### config.mk
export PLATFORM = sky130hd
export DESIGN_NAME = layer_wr_ctl
export DESIGN_NICKNAME = d
export VERILOG_FILES = /design/src/rtl/layer_wr_ctl.sv
export SDC_FILE = /design/constraint.sdc
export NUM_CORES = 1
export LEC_CHECK = 0
export CORE_MARGIN = 5
export CORE_UTILIZATION = 30
export DETAILED_ROUTE_END_ITERATION = 10
export PLACE_DENSITY = 0.64
export SLEW_MARGIN = 30
export SYNTH_ARGS = -nofsm -noshare
export SYNTH_HDL_FRONTEND = slang
export SYNTH_SLANG_ARGS = --single-unit
### constraint.sdc
create_clock -name clk_in -period 4.9 [get_ports clk_in]
set_input_delay 1.225 -clock clk_in [delete_from_list [all_inputs] [get_ports clk_in]]
set_output_delay 1.225 -clock clk_in [all_outputs]
set_load 0.02 [all_outputs]
### src/rtl/layer_wr_ctl.sv
// layer_wr_ctl
//   Write controller between the SPI byte receiver and the per-layer pixel
//   RAM banks. Command bytes select an address-RAM frame (broadcast to every
//   layer) or a colour-data frame (layer by layer, colour lanes MSB first).
//   Data bytes advance the pixel address / colour lane / layer mask.
//
// Ports
//   clk_in         clock, rising edge
//   rst_in         asynchronous active-high reset
//   dc_in          0 = command byte, 1 = data byte (qualified by byte_rdy_in)
//   byte_rdy_in    one-cycle byte strobe
//   byte_data_in   received byte
//   frame_rdy_out  pulse: complete colour frame written
//   frame_err_out  pulse: frame in progress aborted by a command byte
//   busy_out       high while an address or data frame is open
//   wr_addr_out    RAM pixel address for the next accepted byte
//   byte_en_out    {address lane, one-hot colour lanes} for the next byte
//   layer_en_out   per-layer write strobes (mask gated by byte_rdy_in)
module layer_wr_ctl #(
  parameter int         LAYERS   = 8,
  parameter int         ADDR_W   = 6,
  parameter int         COLORS   = 3,
  parameter logic [7:0] ADDR_CMD = 8'hcc,
  parameter logic [7:0] DATA_CMD = 8'hda
) (
  input  logic              clk_in,
  input  logic              rst_in,
  input  logic              dc_in,
  input  logic              byte_rdy_in,
  input  logic [7:0]        byte_data_in,
  output logic              frame_rdy_out,
  output logic              frame_err_out,
  output logic              busy_out,
  output logic [ADDR_W-1:0] wr_addr_out,
  output logic [COLORS:0]   byte_en_out,
  output logic [LAYERS-1:0] layer_en_out
);

  typedef enum logic [1:0] {IDLE, ADDR_WR, DATA_WR} state_t;

  localparam logic [ADDR_W-1:0] ADDR_MAX = '1;

  state_t            state, state_nx;
  logic [ADDR_W-1:0] wr_addr, wr_addr_nx;
  logic              addr_en, addr_en_nx;
  logic [COLORS-1:0] colour, colour_nx, colour_rot;
  logic [LAYERS-1:0] mask, mask_nx;
  logic              started, started_nx;
  logic              frame_rdy, frame_rdy_nx;
  logic              frame_err, frame_err_nx;
  logic              cmd_byte, data_byte, addr_last;

  always_ff @(posedge clk_in or posedge rst_in) begin
    if (rst_in) begin
      state     <= IDLE;
      wr_addr   <= '0;
      addr_en   <= 1'b0;
      colour    <= '0;
      mask      <= '0;
      started   <= 1'b0;
      frame_rdy <= 1'b0;
      frame_err <= 1'b0;
    end else begin
      state     <= state_nx;
      wr_addr   <= wr_addr_nx;
      addr_en   <= addr_en_nx;
      colour    <= colour_nx;
      mask      <= mask_nx;
      started   <= started_nx;
      frame_rdy <= frame_rdy_nx;
      frame_err <= frame_err_nx;
    end
  end

  always_comb begin
    cmd_byte  = byte_rdy_in & ~dc_in;
    data_byte = byte_rdy_in & dc_in;
    addr_last = (wr_addr == ADDR_MAX);
    // rotate right; written bitwise so COLORS=1 degenerates to "stays set"
    colour_rot = colour >> 1;
    colour_rot[COLORS-1] = colour[0];

    state_nx     = state;
    wr_addr_nx   = wr_addr;
    addr_en_nx   = addr_en;
    colour_nx    = colour;
    mask_nx      = mask;
    started_nx   = started;
    frame_rdy_nx = 1'b0;
    frame_err_nx = 1'b0;

    if (cmd_byte) begin
      wr_addr_nx   = '0;
      started_nx   = 1'b0;
      // only a frame that has actually received data counts as aborted
      frame_err_nx = (state != IDLE) && started;
      if (byte_data_in == ADDR_CMD) begin
        state_nx   = ADDR_WR;
        addr_en_nx = 1'b1;
        colour_nx  = '0;
        mask_nx    = '1;
      end else if (byte_data_in == DATA_CMD) begin
        state_nx   = DATA_WR;
        addr_en_nx = 1'b0;
        colour_nx  = '0;
        colour_nx[COLORS-1] = 1'b1;
        mask_nx    = '0;
        mask_nx[0] = 1'b1;
      end else begin
        state_nx   = IDLE;
        addr_en_nx = 1'b0;
        colour_nx  = '0;
        mask_nx    = '0;
      end
    end else if (data_byte) begin
      case (state)
        ADDR_WR: begin
          started_nx = 1'b1;
          if (addr_last) begin
            wr_addr_nx = '0;
            mask_nx    = '0;
            addr_en_nx = 1'b0;
            state_nx   = IDLE;
          end else begin
            wr_addr_nx = wr_addr + ADDR_W'(1);
          end
        end
        DATA_WR: begin
          started_nx = 1'b1;
          colour_nx  = colour_rot;
          // last colour lane of the pixel: move to next pixel / layer
          if (colour[0]) begin
            if (addr_last) begin
              wr_addr_nx = '0;
              if (mask[LAYERS-1]) begin
                mask_nx      = '0;
                colour_nx    = '0;
                state_nx     = IDLE;
                frame_rdy_nx = 1'b1;
              end else begin
                // top bit is clear here, so a shift is the left rotation
                mask_nx = mask << 1;
              end
            end else begin
              wr_addr_nx = wr_addr + ADDR_W'(1);
            end
          end
        end
        default: ;
      endcase
    end
  end

  assign frame_rdy_out = frame_rdy;
  assign frame_err_out = frame_err;
  assign busy_out      = (state != IDLE);
  assign wr_addr_out   = wr_addr;
  assign byte_en_out   = {addr_en, colour};
  assign layer_en_out  = mask & {LAYERS{byte_rdy_in}};

endmodule

-- Word-level counts from Yosys, hierarchy flattened
Cells that the tools add are included.
- flip-flop bits (word level): 23
- bits in latches: 0
- RAM bits: 0
- bits in read-only memories: 0
- bits of input ports: 12
- output and inout port bits: 21
- word-level logic and storage cells: 83
- memories kept: 0
- $add $sub $neg: 1
- $mul: 0
- divide/modulo/power cells: 0
- order comparisons: 0
- equal/unequal tests: 9
- shift operators: 0
- muxes and demuxes: 46
- bitwise operators: 4
- reductions and logical operators: 15
- operator list (operator ; count):
    $mux W8 ; 7
    $mux W3 ; 8
    $mux W6 ; 4
    $eq A8 B8 Y1 const B ; 2
    $mux W1 ; 16
    $mux W2 ; 8
    $pmux W8 S2 ; 1
    $ne A3 B3 Y1 const B ; 4
    $pmux W6 S2 ; 1
    $reduce_bool A2 Y1 ; 6
    $and A8 B8 Y8 ; 1
    $add A6 B1 Y6 const B ; 1
    $eq A6 B6 Y1 const B ; 1
    $reduce_and A3 Y1 ; 2
    $reduce_and A6 Y1 ; 1
    $reduce_and A5 Y1 ; 1
    $pmux W2 S2 ; 1
    $reduce_and A2 Y1 ; 2
    $reduce_bool A3 Y1 ; 1
    $and A1 B1 Y1 ; 2
    $eq A2 B1 Y1 const B ; 1
    $eq A2 B2 Y1 const B ; 1
    $reduce_or A2 Y1 ; 1
    $logic_and A1 B1 Y1 ; 1
    $not A1 Y1 ; 1

-- Logic depth before layout (Yosys ltp)
- word-level depth: 6
- mapped depth: 7
- depth with buffers taken out: 6

-- Worst setup path before layout
Ideal clock, no wire load.
- path kind: input-to-output
- start point: input port byte_rdy_in
- end point: output port layer_en_out[0]
- arrival time: 1.677 ns
- data required time: 3.675 ns
- path slack: 1.998 ns
- stages: 2
- path buffers: 1
- cell sequence: clkbuf_1 and2_1
- longest elaborated chain between the ends: 1
- RTL lines (element ; RTL line ; RTL):
    from (decl) ; 29 ; input logic byte_rdy_in,
    $and A8 B8 Y8 ; 159 ; assign layer_en_out = mask & {LAYERS{byte_rdy_in}};
    to (decl) ; 36 ; output logic [LAYERS-1:0] layer_en_out
No other way between the ends.

-- Final worst setup path
Same ends and word-level chain as after synthesis.

==> results.toml <==
[status]
status = "complete, no violations"

[worst_hold_path]
hold_path_class = "reg2reg"
min_from = "started$_DFFE_PP0P_"
min_to = "started$_DFFE_PP0P_"
holdPathStages = 2

[yosys]
syn-instance-count = 130
syn_avg_cell_area_um2 = 10.12
netlist_area_um2 = 1315
yosysSeqAreaShare = 0.4377
synthDistinctLibCells = 40
ys_seq_elements = 23
ys_async_sr_fraction = 1.000
synth-edff-count = 0
synth_warnings = 0
synth-main-ff-cell = "dfrtp_1"
synth_fp_nets = 146

[setup_path]
cp_max_fo = 18
regToRegStartpoint = "wr_addr_out[0]$_DFFE_PP0P_"
r2r-end = "mask[1]$_DFFE_PP0P_"
crit_required_ns = 3.67
crit_type = "in2out"
cp_common_cell = "clkdlybuf4s50_1"
regToRegSetupSlack_ns = 2.70
cp_slowest_cell = "clkdlybuf4s50_1"
cp.arrival_ns = 2.85
crit_chain = "clkdlybuf4s50_1, and2_1, clkdlybuf4s50_1"
critPathMaxStageDelay_ns = 0.80
endpoint_kind = "primary output"
cp-start-kind = "primary input"
reg2reg_depth = 5

[timing]
setup_tns_ns = 0
slew_violations = 0
hold_violations = 0
max_freq_mhz = 245.1
finalCriticalPeriod_ns = 4.079
worst_slack_ns = 0.8205
relSlewSlack = 0.5290
timing.final.crit_share = 0.8325
max_slew.worst_pin.slew_ns = 0.7051
setup_viol = 0
rsz0062_at_grt = "false"
clock_skew_ns = 0.001642

[clock_tree]
htree_levels = 1
tritoncts = "done"
cts_buffer_depth = 2
clk_latency_ns = 0.26
cts_setup_buffers = 0
cts_made_buffers = 3
cts_sinks = 23
cts_hold_buffers = 0
cts_root_buf = "clkbuf_8"
cts_resized = 0
clk_pin_slew_ns = 0.08

[placement]
portBuffers = 32
dpl.hpwl_um = 2283
placed_area_um2 = 1654
post-place-cells = 207
gp_congestion = 0.7413
preCtsSetupSlack_ns = 0.7932

[detailed_routing]
dr.pass1.iters = 4
viasPerCell = 4.957
avgRoutedWirePerCell_um = 14.42
antenna_left = 0
drtIter0Drc = 55
drc = 0
routed_wl_um = 3042
vias = 1046

[grt]
grt_pass1_wl_um = 5244
grt_overflow = 0
grt_max_degree = 24
antenna_found_initial = 0
grtUsageTotal = 0.1063
first_global_vias = 1079
top_usage_layer = "met2"
gr-usage-met3 = 0.01418
grtUsageMet1 = 0.1330
met2_usage = 0.1832

[power_and_ir_drop]
p_total_mw = 0.4075
seqPwrFrac = 0.513
pwr-share-clk = 0.289
peakVddDrop_v = 0.0001159
p_leak_nw = 0.8112
p_int_mw = 0.2966
netSwitchingFraction = 0.2723
power_density_nw_per_um2 = 239.7
switchingPower_mw = 0.1110
p_comb_frac = 0.198

[final_layout]
multi_input_area_um2 = 666.9
fin_nets = 176
drive_gt1_frac = 0.1384
area_growth_syn_to_layout_pct = 29.31
regArea_um2 = 575.6
final_cells = 211
antenna_cells = 0
fin_area_um2 = 1700
final.fill_count = 440

[floorplanning]
start_util = 0.3062
core.rowCount = 24
die-height_um = 76.21
core_area_um2 = 4294
die-area_um2 = 5807
die_w_um = 76.21
ios = 33

[job]
cap_violations = 0
==> Yosys cell counts (3+ instances only) <==
cell | n | area [um2]
dfrtp_1 | 23 | 575.6
nand2_1 | 15 | 56.30
nand3_1 | 11 | 55.05
and2_1 | 9 | 56.30
inv_1 | 7 | 26.28
mux2_4 | 6 | 90.09
nor2_1 | 6 | 22.52
ha_1 | 4 | 50.05
a21oi_1 | 3 | 15.01
a22o_1 | 3 | 26.28
a2bb2oi_1 | 3 | 26.28
a31o_2 | 3 | 26.28
and3_1 | 3 | 18.77
==> sequential cells by signal, summed over array words and instances (netlist names) <==
| name | count |
|---|---|
| addr_en | 1 |
| colour | 3 |
| wr_addr_out | 6 |
| frame_rdy_out | 1 |
| started | 1 |
| mask | 8 |
| frame_err_out | 1 |
| state | 2 |
==> stage by stage <==
step | hold WS, ns | util
3_5_place_dp | 0.4980 | 0.3852
3_3_place_gp | 0.4708 | 0.3852
5_1_grt | 0.5477 | 0.3960
6_report | 0.5097 | 0.3960
2_1_floorplan | 0.4545 | -
4_1_cts | 0.5206 | 0.3960
==> cell usage in the layout, fill, tap and decap left out, types with 2 or more instances in the layout <==
cell type	synthesis	final
nand2_1	15	15
a31o_2	3	3
a31oi_1	2	2
nor2_1	6	6
nor3_1	2	2
a21oi_1	3	3
inv_1	7	6
mux2_4	6	6
nand4_1	2	2
a22o_1	3	3
a2bb2oi_1	3	3
and3_1	3	3
mux2_2	2	2
nand3_1	11	11
and2_1	9	9
clkbuf_8	0	3
dfrtp_1	23	23
clkdlybuf4s50_1	0	32
nor2b_1	2	2
ha_1	4	4
==> worst max-delay path by stage <==
stage	startpoint	end	slack, ns	cells past startpoint
6_report	byte_rdy_in	layer_en_out[0]	0.82	3
5_1_grt	byte_rdy_in	layer_en_out[1]	0.70	3
4_1_cts	byte_rdy_in	layer_en_out[6]	0.79	3
3_5_place_dp	byte_rdy_in	layer_en_out[6]	0.79	3
3_3_place_gp	byte_rdy_in	layer_en_out[6]	0.80	3
2_1_floorplan	byte_rdy_in	layer_en_out[0]	2.00	2
==> cell type report <==
cell class | instances | area share
Multi-Input combinational cell | 93 | 0.3922
Clock buffer | 3 | 0.02428
Clock inverter | 1 | 0.002943
Tap cell | 52 | 0.03826
Sequential cell | 23 | 0.3385
Timing Repair Buffer | 32 | 0.1884
Inverter | 7 | 0.01545
==> routing by layer <==
layer  part of all wire  up-vias  routed length [um]
met4              0.018        0                  54
met1               0.45      506                1383
li1                   -      519                   -
met3              0.030        4                  91
met5                  0        -                   0
met2               0.50       17                1512
==> critical path: cells and delay by family <==
family | cells | cell delay (ns)
and+or+nand+nor | 1 | 0.22
buffers and inverters | 2 | 1.41
==> power by group through the flow <==
stage / clock (mW) / combinational, mW / sequential (mW)
2_1_floorplan: 0 / 0.0350 / 0.223
4_1_cts: 0.123 / 0.0822 / 0.209
6_report: 0.118 / 0.0809 / 0.209
3_5_place_dp: 0 / 0.0816 / 0.213
5_1_grt: 0.131 / 0.0903 / 0.211
3_3_place_gp: 0 / 0.0803 / 0.213
==> kinds of logic (layout without fill, tap and decap cells) <==
logic type               count (synthesis)  after routing  synth area share
AND/OR/NAND/NOR                         55             55            0.2179
AO/OA/AOI/OAI                           24             24            0.1513
flip-flops                              23             23            0.4377
buffers and inverters                   14             43           0.05519
multiplexers                             9              9           0.09325
adder cells (fa/ha/maj)                  4              4           0.03806
XOR/XNOR                                 1              1          0.006662
(Power assumes the default switching activity.)
